**src/rtl/mult_pkg.sv**
```systemverilog
// rtl/mult_pkg.sv - shared state encodings and sizing helpers for product_accumulator
package mult_pkg;

    localparam logic [1:0] ST_IDLE  = 2'd0;
    localparam logic [1:0] ST_ACCUM = 2'd1;
    localparam logic [1:0] ST_DONE  = 2'd2;

    // Ceiling log2, used to size the product counter (clog2(1) = 0).
    function automatic int clog2(input int v);
        int r;
        r = 0;
        for (int x = v - 1; x > 0; x = x >> 1) begin
            r = r + 1;
        end
        return r;
    endfunction

    // Default accumulator width: product width plus two guard bits.
    function automatic int default_acc_w(input int width);
        return 2 * width + 2;
    endfunction

endpackage

```
**src/rtl/product_accumulator_sat_adder.sv**
```systemverilog
// rtl/product_accumulator_sat_adder.sv - sat_adder: a+b with optional saturation (PRODUCT_ACCUMULATOR_SAT_EN)
module sat_adder #(
    parameter int ACC_W = 10
) (
    input  logic [ACC_W-1:0] a,
    input  logic [ACC_W-1:0] b,
    output logic [ACC_W-1:0] sum,
    output logic             ovf
);

`ifdef PRODUCT_ACCUMULATOR_SAT_EN
    // Carry out of the top accumulator bit clamps the result to all ones.
    logic [ACC_W:0] full;
    assign full = {1'b0, a} + {1'b0, b};
    assign sum  = full[ACC_W] ? {ACC_W{1'b1}} : full[ACC_W-1:0];
    assign ovf  = full[ACC_W];
`else
    // Plain modulo-2^ACC_W addition; overflow is never reported.
    assign sum = a + b;
    assign ovf = 1'b0;
`endif

endmodule

```
**src/rtl/product_accumulator.sv**
```systemverilog
// rtl/product_accumulator.sv - sums COUNT products per result over valid/ready (saturation via PRODUCT_ACCUMULATOR_SAT_EN)
module product_accumulator
    import mult_pkg::*;
#(
    parameter int WIDTH = 4,
    parameter int COUNT = 4,
    parameter int ACC_W = default_acc_w(WIDTH)
) (
    input  logic               clk,
    input  logic               rst_n,
    input  logic               clear,
    input  logic               in_valid,
    output logic               in_ready,
    input  logic [2*WIDTH-1:0] in_product,
    output logic               out_valid,
    input  logic               out_ready,
    output logic [ACC_W-1:0]   out_sum,
    output logic               out_ovf
);

    localparam int CNT_W = clog2(COUNT + 1);

    logic [1:0]       state_q, state_d;
    logic [ACC_W-1:0] acc_q, acc_d;
    logic [CNT_W-1:0] cnt_q, cnt_d;
    logic             ovf_q, ovf_d;
    logic             out_valid_q, out_valid_d;

    logic [ACC_W-1:0] prod_ext;
    logic [ACC_W-1:0] add_sum;
    logic             add_ovf;

    assign prod_ext = ACC_W'(in_product);

    sat_adder #(.ACC_W(ACC_W)) u_sat_adder (
        .a   (acc_q),
        .b   (prod_ext),
        .sum (add_sum),
        .ovf (add_ovf)
    );

    // Product intake is blocked only while a finished result waits for its consumer.
    assign in_ready  = (state_q != ST_DONE);
    assign out_valid = out_valid_q;
    assign out_sum   = acc_q;
    assign out_ovf   = ovf_q;

    // Next-state: clear overrides everything, otherwise accept products or hand off the result.
    always_comb begin
        state_d     = state_q;
        acc_d       = acc_q;
        cnt_d       = cnt_q;
        ovf_d       = ovf_q;
        out_valid_d = out_valid_q;
        if (clear) begin
            state_d     = ST_IDLE;
            acc_d       = '0;
            cnt_d       = '0;
            ovf_d       = 1'b0;
            out_valid_d = 1'b0;
        end else begin
            case (state_q)
                ST_IDLE: begin
                    if (in_valid) begin
                        acc_d = prod_ext;
                        cnt_d = CNT_W'(1);
                        ovf_d = 1'b0;
                        if (COUNT == 1) begin
                            state_d     = ST_DONE;
                            out_valid_d = 1'b1;
                        end else begin
                            state_d = ST_ACCUM;
                        end
                    end
                end
                ST_ACCUM: begin
                    if (in_valid) begin
                        acc_d = add_sum;
                        ovf_d = ovf_q | add_ovf;
                        cnt_d = cnt_q + CNT_W'(1);
                        if (cnt_q == CNT_W'(COUNT - 1)) begin
                            state_d     = ST_DONE;
                            out_valid_d = 1'b1;
                        end
                    end
                end
                ST_DONE: begin
                    if (out_ready) begin
                        state_d     = ST_IDLE;
                        cnt_d       = '0;
                        ovf_d       = 1'b0;
                        out_valid_d = 1'b0;
                    end
                end
                default: begin
                    state_d     = ST_IDLE;
                    acc_d       = '0;
                    cnt_d       = '0;
                    ovf_d       = 1'b0;
                    out_valid_d = 1'b0;
                end
            endcase
        end
    end

    // State registers with synchronous active-low reset.
    always_ff @(posedge clk) begin
        if (!rst_n) begin
            state_q     <= ST_IDLE;
            acc_q       <= '0;
            cnt_q       <= '0;
            ovf_q       <= 1'b0;
            out_valid_q <= 1'b0;
        end else begin
            state_q     <= state_d;
            acc_q       <= acc_d;
            cnt_q       <= cnt_d;
            ovf_q       <= ovf_d;
            out_valid_q <= out_valid_d;
        end
    end

endmodule

```
**config.mk**
```make
export PLATFORM = sky130hd
export DESIGN_NAME = product_accumulator
export DESIGN_NICKNAME = d
export VERILOG_FILES = /design/src/rtl/mult_pkg.sv /design/src/rtl/product_accumulator_sat_adder.sv /design/src/rtl/product_accumulator.sv
export SDC_FILE = /design/constraint.sdc
export NUM_CORES = 1
export LEC_CHECK = 0
export BUFFER_PORTS_ARGS = -buffer_cell sky130_fd_sc_hd__buf_2
export CAP_MARGIN = 5
export CORE_MARGIN = 4
export CORE_UTILIZATION = 29
export DETAILED_ROUTE_END_ITERATION = 10
export PLACE_DENSITY = 0.52
export SLEW_MARGIN = 20
export SYNTH_ARGS = -nofsm -noshare
export SYNTH_HDL_FRONTEND = slang
export SYNTH_SLANG_ARGS = --single-unit
export TNS_END_PERCENT = 100
```
**constraint.sdc**
```tcl
create_clock -name clk -period 5 [get_ports clk]
set_input_delay 1 -clock clk [delete_from_list [all_inputs] [get_ports clk]]
set_output_delay 1 -clock clk [all_outputs]
set_load 0.01 [all_outputs]
```
-- Yosys cells after proc, flatten, opt, wreduce, memory -nomap -nowiden
Cells that the tools add are included.
- register bits after elaboration: 17
- input port bits: 13
- output and inout port bits: 13
- logic and storage cells: 44
- $add $sub $neg: 2
- equality and inequality tests: 8
- mux-type cells: 18
- bitwise logic cells: 4
- reduce and logical (&&, ||, !) cells: 7
- operators with widths (cell ; count):
    $pmux 10 s3 ; 1
    $mux 10 ; 2
    $add 10x8->10 ; 1
    $ne 2x2->1 const B ; 5
    $mux 3 ; 3
    $pmux 3 s3 ; 1
    $reduce_and 3->1 ; 3
    $mux 2 ; 4
    $reduce_and 4->1 ; 2
    $pmux 1 s3 ; 2
    $pmux 2 s3 ; 1
    $mux 1 ; 4
    $not 1->1 ; 4
    $add 3x1->3 const B ; 1
    $eq 3x2->1 const B ; 1
    $eq 2x1->1 const B ; 1
    $eq 2x2->1 const B ; 1
    $logic_not 2->1 ; 1
    $reduce_or 2->1 ; 1

-- Logic depth before layout (Yosys ltp)
Gate-level depths: netlist (run 1).
- depth in word-level cells: 4
- mapped depth: 7
- depth with buffers taken out: 7

-- By module
A second synthesis (run 1) with hierarchy kept.
- cells, all modules: 155
- area, all modules: 1275.0 sq um
- by module, submodules not included (module ; instances ; cells each ; area each (sq um) ; seq. area each (sq um)):
    product_accumulator ; 1 ; 102 ; 878.3 ; 340.3
    sat_adder ; 1 ; 53 ; 396.6 ; 0.0

-- Least setup slack after synthesis (run 1)
Ideal clock, no wire load.
- kind: in2reg
- from: in in_product[0]
- to: reg acc_q[8], in the netlist out_sum[8]
- library setup time: 0.129 ns
- data arrival time: 2.516 ns
- data required time: 4.871 ns
- path slack: 2.355 ns
- stages on the path: 7
- path buffers: 0
- cells stage by stage: ha_1 fa_1 a211oi_2 o21bai_1 a2111oi_2 a221oi_1 mux2i_1
- longest elaborated chain between the ends: 3
- ends and longest elaborated chain (element ; line ; text):
    from (decl) ; product_accumulator.sv:14 ; input logic [2*WIDTH-1:0] in_product,
    $add 10x8->10 ; product_accumulator_sat_adder.sv:19 ; assign sum = a + b;
    $mux 10 ; product_accumulator.sv:77 ; if (in_valid) begin
    $pmux 10 s3 ; product_accumulator.sv:62 ; case (state_q)
    to (signal assigned) ; product_accumulator.sv:110 ; acc_q <= '0;
    to (signal assigned) ; product_accumulator.sv:116 ; acc_q <= acc_d;
    to (decl) ; product_accumulator.sv:24 ; logic [ACC_W-1:0] acc_q, acc_d;
No other way between the ends. The select of a mux whose other input is x is not followed.
A chain may end at the register's enable or synchronous reset.

-- Worst setup path after layout (run 1)
- from: reg state_q[1]
- to: out in_ready
- longest elaborated chain between the ends: 1
- ends and longest elaborated chain (element ; line ; text):
    from (decl) ; product_accumulator.sv:23 ; logic [1:0] state_q, state_d;
    from (signal assigned) ; product_accumulator.sv:115 ; state_q <= state_d;
    $ne 2x2->1 ; product_accumulator.sv:43 ; assign in_ready = (state_q != ST_DONE);
    to (decl) ; product_accumulator.sv:13 ; output logic in_ready,
No other way between the ends.

==> results of run 1 <==
-- worst reg2reg max path, stage by stage, from the launching register on --
cell	delay, ns
dfxtp_1	0.33
ha_1	0.23
fa_1	0.43
a211oi_2	0.24
o21bai_1	0.12
a2111oi_2	0.37
a221oi_1	0.11
mux2i_1	0.15
-- synth_stat cells, types with 2 or more instances --
library cell,number
dfxtp_1,16
nor2_1,16
a21oi_1,14
ha_1,10
nor2b_1,10
inv_1,9
nand2_1,9
o21ai_0,9
buf_2,6
clkbuf_1,4
o2111ai_1,4
o211ai_1,4
a31oi_1,3
nand3b_1,3
o22ai_1,3
a211oi_2,2
a21o_1,2
a221oi_1,2
and2_1,2
nand2b_1,2
nand3_1,2
nand4b_1,2
nor3_1,2
o21ai_1,2
o22a_1,2
xnor2_1,2
xor2_1,2
-- registers in the layout, summed over array words and instances, names as in the netlist --
name and count:
out_sum 10, out_valid 1, state_q 2, cnt_q 3
-- final timing paths --
check,to,slack [ns],depth (start not counted)
worst max register to register,out_sum[8],2.90,7
worst min register to register,cnt_q[1],0.46,2
worst min-delay path,cnt_q[1],0.46,2
worst max-delay path,in_ready,2.28,3
-- kinds of logic (layout without fill, tap and decap cells) --
group           Yosys count  count (layout)
fa+ha+maj                11              11
mux                       2               2
buf+inv                  20              37
flops                    16              16
compound gates           56              56
other cells               1               1
xor+xnor                  4               4
simple gates             50              50
-- cell usage in the layout (no fill, tap or decap), drive strengths merged, types with 2 or more instances in the layout --
| cell type | count |
|---|---|
| a31oi | 3 |
| and2 | 2 |
| o22a | 2 |
| o2111ai | 4 |
| xor2 | 2 |
| nand4b | 2 |
| nor3 | 2 |
| a211oi | 3 |
| buf | 24 |
| clkbuf | 4 |
| xnor2 | 2 |
| a21oi | 15 |
| dfxtp | 16 |
| nand2 | 9 |
| nand3 | 2 |
| nand2b | 2 |
| ha | 10 |
| o21ai | 11 |
| o31ai | 2 |
| a221oi | 2 |
| nor2b | 10 |
| nor2 | 16 |
| inv | 9 |
| a21o | 2 |
| o211ai | 4 |
| nand3b | 3 |
| o22ai | 3 |
-- power by group --
group / switching (W) / internal [W]
Combinational: 0.0000349 / 0.0000251
Clock: 0.0000509 / 0.0000700
Sequential: 0.00000560 / 0.000131
-- cell type report --
cell class                      count  share of cell area (%)
Multi-Input combinational cell    124                    59.4
Inverter                            9                    2.32
Clock buffer                        4                    3.77
Sequential cell                    16                    22.0
Timing Repair Buffer               24                    8.23
Tap cell                           50                    4.29
-- per-layer routing --
layer  vias up  global-route usage (%)
li1        619                       -
met1       541                    18.9
met2        24                    17.7
met3         2                    2.57
met4         0                    4.74
met5         -                       0
-- stage by stage --
stage	cells	total power [W]	utilization, %	instance area [um2]	setup slack [ns]
floorplan	160	0.000182	-	1270	2.36
global placement	223	0.000198	34.1	1400	2.16
detailed placement	223	0.000199	34.1	1400	2.11
CTS	227	0.000323	35.5	1460	2.26
global route	227	0.000338	35.5	1460	2.20
finish	227	0.000317	35.5	1460	2.28
==> qor.yml, run 1 <==
yosys:
  ys_top_cells_by_area: "dfxtp_1 (25%), ha_1 (9.8%), a21oi_1 (5.5%), nor2b_1 (4.9%), nor2_1 (4.7%)"
  async_reset_ff_share_pct: 0
  synthMuxAreaShare_pct: 1.96
  synth_seq_area_share_pct: 25.1
  syn-cell-area_um2: 1270
  syn_area_per_cell_um2: 7.96
  synth_top_cell_area_share_pct: 25.1
  ys_warn_count: 0
  yosys.area_share.simple_pct: 20.2
  synth-main-ff-cell: "dfxtp_1"
  synth_edf_count: 0
  synth_cell_types: 43
  synth_compound_area_share_pct: 31.4
  syn_nets: 184
  ys_ff_latch: 16
  synth_fa_ha_area_share_pct: 11.4
  synth_cells: 160
  synth_area_leader_cell: "dfxtp_1"
  synth_xor_area_share_pct: 2.75
  synth_top_family_by_area: "compound AO/OA/AOI/OAI gates"
global_route:
  grt_usage_pct: 12.6
  antenna_found_initial: 0
  grt_pass1_vias: 1141
  grt_max_degree: 28
  grt-ovfl-total: 0
  grt_pass1_wl_um: 5390
drt:
  avgViaCountPerCell: 5.22
  drc: 0
  wl_met2_um: 1350
  wl_per_cell_um: 14.5
  drtAntennaViolNets: 0
  highest_layer: "met4"
  wl_met1_um: 1730
  dr.pass1.iters: 4
  wl_met3_um: 183
  drt_wl_total_um: 3280
  num_vias: 1186
  drt_iter0_markers: 44
setup_path:
  critPathCaptureType: "primary output"
  startpoint_type: "register"
  critPathMaxStageDelay_ns: 0.93
  cp.required_ns: 4.00
  crit_type: "register to primary output"
  path_delay_family: "flip-flops"
  reg2reg_from: "out_sum[0]"
  cp_num_buf_inv: 2
  crit_chain: "nor2b_1 -> inv_1 -> buf_2"
  arrival_ns: 1.72
  startpoint: "state_q[1]"
  crit_fanout: 27
  slowest_stage: "dfxtp_1"
min_path:
  min_from: "cnt_q[1]"
  hp-class: "register to register"
floorplan:
  die_y_um: 74.3
  ios: 26
  num_rows: 23
  die_area_um2: 5520
  dieWidth_um: 74.3
  initial_core_util_pct: 31.0
  core_um2: 4120
clocking:
  clk_pin_slew_worst_paths_ns: 0.07
  cts_hold_buf: 0
  cts_sinks: 16
  root_buffer: "clkbuf_8"
  h-tree-depth: 1
  cts_buffer_depth: 2
  cts_tree: "built"
  clock_latency_ns: 0.26
  post-cts-setup-buffers: 0
  cts_resized: 0
  cts_buffers: 3
sta:
  hold_violations: 0
  rsz0062_at_grt: "no"
  fmax_ghz: 0.367
  drv_slew: 0
  min_period_ns: 2.72
  slew_headroom_pct: 37.6
  post-route-period-util_pct: 54.5
  skew_ns: 0.00839
  hold_ws_ns: 0.465
  worstMarginPinSlew_ns: 0.935
  finalSetupViolations: 0
  setup_tns_ns: 0
power:
  vdd_ir_drop_max_v: 0.0000791
  leakagePower_nw: 0.589
  powerDensity_nw_per_um2: 217
finish:
  multi_input_area_um2: 867
  fillerInstances: 436
  layout-drive-gt1-share_pct: 19.8
  syn2layout_area_growth_pct: 14.5
  nets: 202
  seq_area_um2: 320
  n_antenna_cell: 0
run_status:
  outcome: "complete, no violations"
placed_design:
  dpl.hpwl_um: 2300
  io_buffers: 24
  gp_congestion: 0.828
run:
  max_cap_viol_count: 0
No activity file was read; power rests on OpenSTA's default activity.
==> inputs of run 2 (changes only) <==
--- a/config.mk
+++ b/config.mk
@@ -10,7 +10,7 @@
 export CORE_MARGIN = 4
 export CORE_UTILIZATION = 29
 export DETAILED_ROUTE_END_ITERATION = 10
-export PLACE_DENSITY = 0.52
+export PLACE_DENSITY = 0.53
 export SLEW_MARGIN = 20
 export SYNTH_ARGS = -nofsm -noshare
 export SYNTH_HDL_FRONTEND = slang
==> constraint.sdc (replaced) <==
create_clock -name clk -period 2.5 [get_ports clk]
set_input_delay 0.5 -clock clk [delete_from_list [all_inputs] [get_ports clk]]
set_output_delay 0.5 -clock clk [all_outputs]
set_load 0.01 [all_outputs]
==> run 2 against run 1 <==
Effect of this change: die area unchanged; count of clock-buffer cells in the layout unchanged; via count increased by 3.2%; final cell count increased by 1.8%; sequential cell count unchanged; sequential power increased by 96%; total power increased by 100%; sequential share of layout area decreased by 0.44 points; core utilization increased by 0.73 points; largest power group unchanged.
==> qor.yml, run 2 (synthesized netlist as in run 1, its figures left out) <==
floorplan:
  dieWidth_um: 74.3  # unchanged
  ios: 26  # unchanged
  core_um2: 4120  # unchanged
  num_rows: 23  # unchanged
  die_y_um: 74.3  # unchanged
  initial_core_util_pct: 31.0  # unchanged
  die_area_um2: 5520  # unchanged
clocking:
  cts_resized: 0  # unchanged
  cts_buffers: 3  # unchanged
  clk_pin_slew_worst_paths_ns: 0.07  # about the same
  root_buffer: "clkbuf_8"
  post-cts-setup-buffers: 0  # unchanged
  clock_latency_ns: 0.25  # about the same
  cts_tree: "built"
  cts_buffer_depth: 2  # unchanged
  h-tree-depth: 1  # unchanged
  cts_hold_buf: 0  # unchanged
  cts_sinks: 16  # unchanged
placed_design:
  io_buffers: 24  # unchanged
  dpl.hpwl_um: 2470  # +7.2%
  dpl.cell_count: 227  # +1.8%
  place_area_um2: 1430  # +2.1%
  gp_congestion: 0.834  # +0.72%
finish:
  nets: 206  # +2.0%
  syn2layout_area_growth_pct: 16.9
  n_antenna_cell: 0  # unchanged
  seq_area_um2: 320  # unchanged
  layout-drive-gt1-share_pct: 21.5  # +1.8 points
  final_cell_mix: "buf_2 (24), nor2_1 (16), dfxtp_1 (16), a21oi_1 (14)"
  postLayoutCellArea_um2: 1490  # +2.1%
  largest_register_ffs: 10  # unchanged
  fin_cells: 231  # +1.8%
  fin_util_pct: 36.2  # +0.73 points
  fillerInstances: 442  # +1.4%
  multi_input_area_um2: 867  # unchanged
  final_common_cell: "buf_2"
power:
  sequentialPowerShare_pct: 42.2  # -0.8 points
  leakagePower_nw: 0.610  # +3.6%
  p_comb_share_pct: 20.3  # +1.4 points
  p_switching_w: 0.000180  # +97%
  swShare_pct: 28.4  # -0.43 points
  powerDensity_nw_per_um2: 426  # +96%
  pwr-share-clk_pct: 37.5  # -0.6 points
  internal_power_w: 0.000454  # +100%
  power_w: 0.000634  # +100%
  vdd_ir_drop_max_v: 0.000188  # +140%
setup_path:
  crit_chain: "buf_2 -> ha_1 -> fa_1 -> a211oi_2 -> o21bai_1 -> a2111oi_2 -> a221oi_1 -> mux2i_1"
  path_delay_family: "compound AO/OA/AOI/OAI gates"
  cp.required_ns: 2.63  # -1.37 ns
  reg2reg_depth: 7  # unchanged
  r2r_end: "out_sum[8]"
  reg2reg_from: "out_sum[0]"
  rrSetupSlack_ns: 0.40  # -2.50 ns
  slowest_stage: "fa_1"
  critPathMaxStageDelay_ns: 0.45  # -0.48 ns
  critPathCaptureType: "register"
  cp_num_buf_inv: 1  # -1
  crit_fanout: 3  # -89%
  crit_type: "primary input to register"
  startpoint_type: "primary input"
  arrival_ns: 2.26  # +0.54 ns
sta:
  slew_headroom_pct: 57.3  # +20 points
  worstMarginPinSlew_ns: 0.641  # -0.294 ns
  rsz0062_at_grt: "no"
  fmax_ghz: 0.470
  skew_ns: 0.00269  # -0.00570 ns
  finalSetupViolations: 0  # unchanged
  post-route-period-util_pct: 85.0
  setup_tns_ns: 0  # unchanged
  min_period_ns: 2.13
  drv_slew: 0  # unchanged
  hold_violations: 0  # unchanged
global_route:
  grt_usage_pct: 12.6  # -0.052 points
  antenna_found_initial: 0  # unchanged
  grt_max_degree: 24  # -14%
  grt_pass1_vias: 1124  # -1.5%
  grt_pass1_wl_um: 5430  # +0.78%
  grt-ovfl-total: 0  # unchanged
min_path:
  hp-class: "register to register"
  worstHoldPathCells: 2  # unchanged
  min_from: "cnt_q[1]"
  hold_end: "cnt_q[1]"
drt:
  drtAntennaViolNets: 0  # unchanged
  drt_wl_total_um: 3270  # -0.30%
  num_vias: 1224  # +3.2%
  avgViaCountPerCell: 5.30  # +1.4%
  wl_per_cell_um: 14.2  # -2.0%
  drc: 0  # unchanged
  dr.pass1.iters: 4  # unchanged
  drt_iter0_markers: 52  # +18%
run_status:
  outcome: "complete, no violations"
run:
  max_cap_viol_count: 0  # unchanged
-- run 2: tightest hold or removal path, stage by stage, from the launching register on --
cell and delay, ns:
dfxtp_1 0.31, nand2_1 0.06, a21oi_1 0.05
-- run 2: how the worst max path moves through the flow --
stage / from / endpoint / slack, ns / depth (start not counted)
global placement: in_product[0] / out_sum[8] / 0.17 / 8
detailed placement: in_product[0] / out_sum[8] / 0.12 / 8
finish: in_product[0] / out_sum[8] / 0.37 / 8
global route: out_sum[0] / out_sum[8] / 0.25 / 7
CTS: in_product[0] / out_sum[8] / 0.39 / 8
floorplan: in_product[0] / out_sum[8] / 0.36 / 7
-- run 2: power by group through the flow --
stage          registers, W   logic, W  clock network, W
2_1_floorplan      0.000275  0.0000883                 0
6_report           0.000267   0.000129          0.000238
5_1_grt            0.000269   0.000144          0.000255
3_3_place_gp       0.000273   0.000125                 0
3_5_place_dp       0.000273   0.000128                 0
4_1_cts            0.000267   0.000128          0.000244
-- run 2: cell type report --
type / count / area share [%]
sequential: 16 / 21.5
timing repair buffer: 28 / 10.1
clock buffer: 4 / 3.70
multi-input combinational: 124 / 58.2
inverter: 9 / 2.27
tap: 50 / 4.20
-- run 2: per-stage QoR --
stage	hold WS, ns	worst slack, ns
3_5_place_dp	0.463	0.123
6_report	0.469	0.374
2_1_floorplan	0.436	0.355
5_1_grt	0.490	0.249
3_3_place_gp	0.445	0.167
4_1_cts	0.473	0.386
-- run 2: metal layers --
layer	GRT usage, %	wire (um)	share of wire [%]	vias up
met2	18.8	1400	43	26
met3	2.43	180	5.5	4
met1	18.2	1650	51	577
li1	-	-	-	617
met5	0	0	0	-
met4	3.95	34	1.0	0
